## config.mk

```make
export PLATFORM = sky130hd
export DESIGN_NAME = ahb_lite_req_arbiter
export DESIGN_NICKNAME = d
export VERILOG_FILES = /design/src/rtl/ahb_lite_req_arbiter.sv
export SDC_FILE = /design/constraint.sdc
export NUM_CORES = 1
export LEC_CHECK = 0
export CAP_MARGIN = 20
export CORE_UTILIZATION = 40
export CTS_BUF_LIST = sky130_fd_sc_hd__clkbuf_16
export DETAILED_ROUTE_END_ITERATION = 8
export GPL_TIMING_DRIVEN = 0
export PLACE_DENSITY_LB_ADDON = 0.05
export RECOVER_POWER = 100
export SLEW_MARGIN = 20
export SYNTH_ARGS = -nofsm -noshare
export SYNTH_HDL_FRONTEND = slang
export SYNTH_SLANG_ARGS = --single-unit
```

## constraint.sdc

```tcl
create_clock -name HCLK -period 6.65 [get_ports HCLK]
set_input_delay 1.995 -clock HCLK [delete_from_list [all_inputs] [get_ports HCLK]]
set_output_delay 1.995 -clock HCLK [all_outputs]
set_load 0.005 [all_outputs]
```

## src/rtl/ahb_lite_req_arbiter.sv

```systemverilog
`default_nettype none
// =============================================================================
// ahb_lite_req_arbiter: shares one AHB3-Lite master port among NREQ requesters.
// Define AHB_ARB_FIXED_PRIO_EN for fixed priority instead of round-robin.
// Revision: 1.0
// =============================================================================
module ahb_lite_req_arbiter #(
  parameter int NREQ = 2,
  parameter int AW   = 32,
  parameter int DW   = 32
) (
  input  logic               HCLK,
  input  logic               HRESETn,
  input  logic [NREQ-1:0]    req_valid,
  output logic [NREQ-1:0]    req_ready,
  input  logic [NREQ*AW-1:0] req_addr,
  input  logic [NREQ-1:0]    req_write,
  input  logic [NREQ*3-1:0]  req_size,
  input  logic [NREQ*DW-1:0] req_wdata,
  output logic [NREQ-1:0]    rsp_valid,
  output logic [DW-1:0]      rsp_rdata,
  output logic               rsp_err,
  output logic               HSEL,
  output logic               HWRITE,
  output logic [AW-1:0]      HADDR,
  output logic [1:0]         HTRANS,
  output logic [2:0]         HSIZE,
  output logic [2:0]         HBURST,
  output logic [3:0]         HPROT,
  output logic [DW-1:0]      HWDATA,
  input  logic               HREADY,
  input  logic [DW-1:0]      HRDATA,
  input  logic               HRESP
);

  localparam int IW = (NREQ > 1) ? $clog2(NREQ) : 1;
  localparam logic [1:0] TR_IDLE   = 2'b00;
  localparam logic [1:0] TR_NONSEQ = 2'b10;

  typedef enum logic [1:0] {
    S_IDLE = 2'd0,
    S_ADDR = 2'd1,
    S_DATA = 2'd2
  } state_t;

  state_t        state_q;
  logic [IW-1:0] owner_q;
  logic [DW-1:0] wdata_q;

  logic          win_found;
  logic [IW-1:0] win_idx;
  logic [AW-1:0] win_addr;
  logic [2:0]    win_size;
  logic          win_write;
  logic [DW-1:0] win_wdata;
  logic          win_legal;

`ifdef AHB_ARB_FIXED_PRIO_EN
  always_comb begin
    win_found = 1'b0;
    win_idx   = '0;
    for (int i = NREQ - 1; i >= 0; i--) begin
      if (req_valid[i]) begin
        win_found = 1'b1;
        win_idx   = IW'(i);
      end
    end
  end
`else
  logic [IW-1:0] last_q;

  // Search starts one past the last grant and wraps at NREQ.
  always_comb begin
    int cand;
    win_found = 1'b0;
    win_idx   = '0;
    cand      = 0;
    for (int k = 1; k <= NREQ; k++) begin
      cand = int'(last_q) + k;
      if (cand >= NREQ) cand = cand - NREQ;
      if (!win_found && req_valid[IW'(cand)]) begin
        win_found = 1'b1;
        win_idx   = IW'(cand);
      end
    end
  end
`endif

  assign win_addr  = req_addr[int'(win_idx)*AW +: AW];
  assign win_size  = req_size[int'(win_idx)*3 +: 3];
  assign win_write = req_write[win_idx];
  assign win_wdata = req_wdata[int'(win_idx)*DW +: DW];

  always_comb begin
    case (win_size)
      3'd0:    win_legal = 1'b1;
      3'd1:    win_legal = ~win_addr[0];
      3'd2:    win_legal = (win_addr[1:0] == 2'b00);
      default: win_legal = 1'b0;
    endcase
  end

  assign req_ready = (state_q == S_IDLE && win_found) ? (NREQ'(1) << win_idx) : '0;
  assign HBURST    = 3'b000;
  assign HPROT     = 4'b0011;

  always_ff @(posedge HCLK or negedge HRESETn) begin
    if (!HRESETn) begin
      state_q   <= S_IDLE;
      owner_q   <= '0;
      wdata_q   <= '0;
`ifndef AHB_ARB_FIXED_PRIO_EN
      last_q    <= IW'(NREQ - 1);
`endif
      rsp_valid <= '0;
      rsp_rdata <= '0;
      rsp_err   <= 1'b0;
      HSEL      <= 1'b0;
      HWRITE    <= 1'b0;
      HADDR     <= '0;
      HTRANS    <= TR_IDLE;
      HSIZE     <= 3'd0;
      HWDATA    <= '0;
    end else begin
      rsp_valid <= '0;
      case (state_q)
        S_IDLE: begin
          if (win_found) begin
            owner_q <= win_idx;
`ifndef AHB_ARB_FIXED_PRIO_EN
            last_q  <= win_idx;
`endif
            if (win_legal) begin
              state_q <= S_ADDR;
              HSEL    <= 1'b1;
              HTRANS  <= TR_NONSEQ;
              HADDR   <= win_addr;
              HWRITE  <= win_write;
              HSIZE   <= win_size;
              wdata_q <= win_wdata;
            end else begin
              // Rejected commands never reach the bus.
              rsp_valid <= NREQ'(1) << win_idx;
              rsp_err   <= 1'b1;
              rsp_rdata <= '0;
            end
          end
        end
        S_ADDR: begin
          if (HREADY) begin
            state_q <= S_DATA;
            HSEL    <= 1'b0;
            HTRANS  <= TR_IDLE;
            HWDATA  <= wdata_q;
          end
        end
        S_DATA: begin
          if (HREADY) begin
            state_q   <= S_IDLE;
            rsp_valid <= NREQ'(1) << owner_q;
            rsp_err   <= HRESP;
            rsp_rdata <= HWRITE ? '0 : HRDATA;
          end
        end
        default: state_q <= S_IDLE;
      endcase
    end
  end

endmodule
`default_nettype wire

```

# Yosys cells after proc, flatten, opt, wreduce, memory -nomap -nowiden
# Cells that the tools add are included.
dict set report classes {
  add_sub_neg 4
  mul 1
  order_cmp 5
  eq_ne 9
  n_shift 5
  muxes 39
  bitwise 1
  n_reduce_logical 14
}
# operator count
set op_table {}
lappend op_table {{$mux W32} 4}
lappend op_table {{$shiftx A64 B7 Y32} 2}
lappend op_table {{$pmux W32 S2} 1}
lappend op_table {{$mux W2} 10}
lappend op_table {{$mux W1} 18}
lappend op_table {{$reduce_and A4 Y1} 3}
lappend op_table {{$ne A2 B2 Y1 const B} 5}
lappend op_table {{$pmux W2 S2} 2}
lappend op_table {{$lt A1 B3 Y1 const B} 2}
lappend op_table {{$pmux W2 S3} 1}
lappend op_table {{$shiftx A6 B4 Y3} 1}
lappend op_table {{$logic_not A2 Y1} 2}
lappend op_table {{$pmux W1 S2} 2}
lappend op_table {{$reduce_and A2 Y1} 2}
lappend op_table {{$reduce_bool A2 Y1} 2}
lappend op_table {{$shl A1 B1 Y2 const A} 2}
lappend op_table {{$add A1 B2 Y3 const B} 1}
lappend op_table {{$eq A3 B1 Y1 const B} 1}
lappend op_table {{$eq A3 B2 Y1 const B} 1}
lappend op_table {{$ge A3 B2 Y1 const B} 1}
lappend op_table {{$logic_not A3 Y1} 1}
lappend op_table {{$mul A1 B2 Y3 const B} 1}
lappend op_table {{$pmux W1 S3} 1}
lappend op_table {{$reduce_and A3 Y1} 1}
lappend op_table {{9 further kinds} 11}
dict set report word_totals {
  register_bits 142
  in_bits 174
  out_inout_bits 115
  wordCells 91
}

# Longest topological paths before layout
dict set report depth {
  ltp_word 17
  depth_mapped 9
  ltp_nobuf 5
}

# Least setup slack after synthesis
# No wires, ideal clock.
dict set report synth_timing {
  path_type {input -> output}
  from {input port req_valid[0]}
  to {output port req_ready[0]}
  arrival_ns 2.743
  setup_slack_ns 1.912
  stages 5
  path_cell_list {and2_1 > clkbuf_1 > clkbuf_1 > nand2_1 > inv_1}
}
dict set report synth_between {
  elab_chain_len 8
}
# item line_no
set synth_rtl {}
lappend synth_rtl {{start: declaration} 14} ;# input logic [NREQ-1:0] req_valid,
lappend synth_rtl {{$mux W1 (implied by the code) (2 in a row)} 81} ;# if (!win_found && req_valid[IW'(cand)]) begin
lappend synth_rtl {{$mux W1} 81}
lappend synth_rtl {{$logic_not A1 Y1} 81}
lappend synth_rtl {{$logic_and A1 B1 Y1} 81}
lappend synth_rtl {{$mux W1} 81}
lappend synth_rtl {{$shl A1 B1 Y2 / $logic_and A1 B1 Y1 (equally long branches)} 103} ;# assign req_ready = (state_q == S_IDLE && win_found) ? (NREQ'(1) << win_idx) : '0;
lappend synth_rtl {{$mux W2 (*)} 103}
lappend synth_rtl {{end: declaration} 15} ;# output logic [NREQ-1:0] req_ready,
# Mark *: on every way between the ends. The rest lies on a longest branch, timed or not. The select of a mux whose other input is x is not followed.

# Worst setup path in the final report
# Ends and elaborated chain as after synthesis.

==> results_dict.tcl <==
set metrics [dict create \
    fmax_mhz 160 \
    synthTopCellsByArea "dfrtp_1 58%, mux2i_1 11%, a21oi_1 11%" \
    stdcell_count 996 \
    clockBufferDepth 2 \
    synth_mux_area_frac 0.181 \
    cpPeakStageDelay_ns 0.59 \
    arrival_ns 4.26 \
    ff2ff_path_depth 9 \
    synth_common_cells "139 x dfrtp_1, 131 x a21oi_1, 67 x mux2i_1, 37 x mux2_2, 32 x a22o_1" \
    drt_wl_total_um 17300 \
    min_period_over_period 0.941 \
    avgSynthCellArea_um2 12.2 \
    grt_pass1_wl_um 28000 \
    vias 5031 \
    r2r-start "last_q" \
    synthToLayoutAreaGrowth_pct 60.7 \
    core_mm2 0.0146 \
    fin_skew_ns 0.00766 \
    cts_tree "done" \
    setup_ws_ns 0.394 \
    nFillCells 1093 \
    pre_cts_ws_ns 0.504 \
    syn_area_mm2 0.00601 \
    dp_hpwl_um 13000 \
    leakage_uw 0.00442 \
    ff2ff_setup_slack_ns 2.61 \
    antenna_left 0 \
    cts_hold_buf 0 \
    io_pins 289 \
    status "finished with violations" \
    finalHoldViolCount 0 \
    power_uw 3710 \
    cp_max_fo 10 \
    io_buffers 279 \
    violations "capacitance limit, slew limit" \
    worstReg2RegEnd "wdata_q[10]" \
    routabilityCongestion 0.823 \
    synth_top_area_frac 0.578 \
    track_usage 0.233 \
    placed_area_mm2 0.00909 \
    clk_latency_ns 0.42 \
    clock-sinks 140 \
    setup_viol 0 \
    yosys.area_share.simple 0.0177 \
    synth_xor_area_frac 0.00146 \
    drt-initial-drc-count 155 \
    clk_pin_slew_worst_paths_ns 0.06 \
    cts-resized-gates 0 \
    drt_first_pass_iters 4 \
    drc 0 \
    worstMarginPinSlew_ns 3.27 \
    ys_async_sr_fraction 1.00 \
    die_y_um 125 \
    power_density_mw_per_mm2 384 \
    post_drt_wl_per_cell_um 17.4 \
    crit_type "in -> out" \
    grt_max_degree 83 \
    min_path_type "reg -> reg" \
    critPathCapture "req_ready[0]" \
    hold_path_depth 1 \
    cts_root_buf "clkbuf_16" \
    yosys.area.top_type "dfrtp_1" \
    path_cells "dlygate4sd3_1 -> and2_1 -> clkbuf_1 -> clkbuf_1 -> nand2_1 -> inv_1 -> dlygate4sd3_1" \
    synth_top_family_by_area "multiplexers" \
    yosysWarnings 0 \
    synth_compound_area_frac 0.168 \
    design_area_mm2 0.00966 \
    grt_overflow 0 \
    dieWidth_um 125 \
    num_rows 44 \
    startpoint "req_valid[0]" \
    fin_nets 972 \
    rsz0062_at_grt "false" \
    period_needed_ns 6.26 \
    synth-seq-area-share 0.583 \
    crit_path_start_kind "primary input" \
    cp-end-kind "output pin" \
    first_global_vias 5296 \
    slew_headroom -1.18 \
    yosysMostFrequentCell "dfrtp_1" \
    ys_ff_latch 140 \
    drive_above_1_share 0.0974 \
    die_area_mm2 0.0155 \
    initial_core_util 0.412 \
    slew_violations 59 \
    slowest_stage "dlygate4sd3_1" \
    syn_inst 493 \
    worstPathRequired_ns 4.66 \
    synth-edff-count 0 \
    dp.cells 963 \
    yosysUniqueCellTypes 24 \
    synth_fa_ha_area_frac 0 \
    htreeDepth 4 \
    grt_antenna_before_repair 1 \
    ir_drop_v 0.000211 \
    post_cts_buffers 0 \
    max_cap_violations 1 \
    via_per_inst 5.05 \
    synthFlopType "dfrtp_1" \
    cts_buffers 17 \
]
cells in the final DEF (no fill, tap or decap), types with 2 or more instances in the layout:
cell type / instances
clkdlybuf4s50_1: 170
dfrtp_1: 139
a21oi_1: 131
dlygate4sd3_1: 108
mux2i_1: 67
clkbuf_1: 40
mux2_2: 36
a22o_1: 32
clkbuf_16: 17
nor2_1: 9
buf_4: 9
conb_1: 8
nand2_1: 6
bufinv_16: 6
nand2b_1: 3
inv_1: 3
clkinv_2: 3
clkinv_1: 3
or2_2: 2
and2_0: 2
a21o_1: 2
o21ai_0: 2
clkinv_4: 2
worst min path at each step:
stage                        startpoint       endpoint  slack (ns)
final                          HSIZE[2]       HSIZE[2]        0.48
after global routing      rsp_rdata[25]  rsp_rdata[25]        0.51
after CTS                      HSIZE[2]       HSIZE[2]        0.50
after detailed placement   rsp_rdata[8]   rsp_rdata[8]        0.48
after global placement         HSIZE[2]       HSIZE[2]        0.47
after floorplan                 owner_q   rsp_valid[0]        0.46
state kept, by name (all words and copies together) (netlist names):
register and cells:
HADDR 32, HWDATA 32, rsp_rdata 32, wdata_q 32, HSIZE 3, rsp_valid 2, state_q 2, HTRANS 1
HWRITE 1, last_q 1, owner_q 1, rsp_err 1
power breakdown:
group,internal (µW),switching (µW)
Sequential,1200,175
Clock,696,348
Combinational,725,565
Total,2620,1090
layer usage:
metal  wire length, µm  vias up  track usage
met5                 0        -            0
met4               342        0       0.0943
met3              1320       27       0.0773
met2              8860      184        0.391
met1              6770     2434        0.274
li1                  -     2386            -
cells by family after synthesis:
group,count (synthesis)
flip-flops,140
other,2
XOR/XNOR,1
AO/OA/AOI/OAI,171
AND/OR/NAND/NOR,23
buffers and inverters,52
multiplexers,104
critical path, delay by kind of cell:
| family | cells | cell delay, ns |
|---|---|---|
| buffers and inverters | 5 | 1.98 |
| and+or+nand+nor | 2 | 0.29 |
through the flow:
step	TNS, ns	util	hold slack [ns]
2_1_floorplan	0	-	0.465
3_3_place_gp	-258.92	0.621	0.472
3_5_place_dp	0	0.623	0.481
4_1_cts	0	0.668	0.499
5_1_grt	0	0.662	0.511
6_report	0	0.662	0.484
final cells by class:
| class | instances | area [µm²] | area share |
|---|---|---|---|
| multi-input combinational | 307 | 2230 | 0.230 |
| inverter | 2 | 7.51 | 0.000777 |
| clock buffer | 17 | 425 | 0.0440 |
| clock inverter | 15 | 228 | 0.0236 |
| tap | 184 | 230 | 0.0238 |
| antenna | 1 | 2.50 | 0.000259 |
| sequential | 140 | 3500 | 0.363 |
| buffer | 50 | 226 | 0.0234 |
| timing repair buffer | 280 | 2810 | 0.291 |
Note: power is estimated with default switching activity, not from simulation.
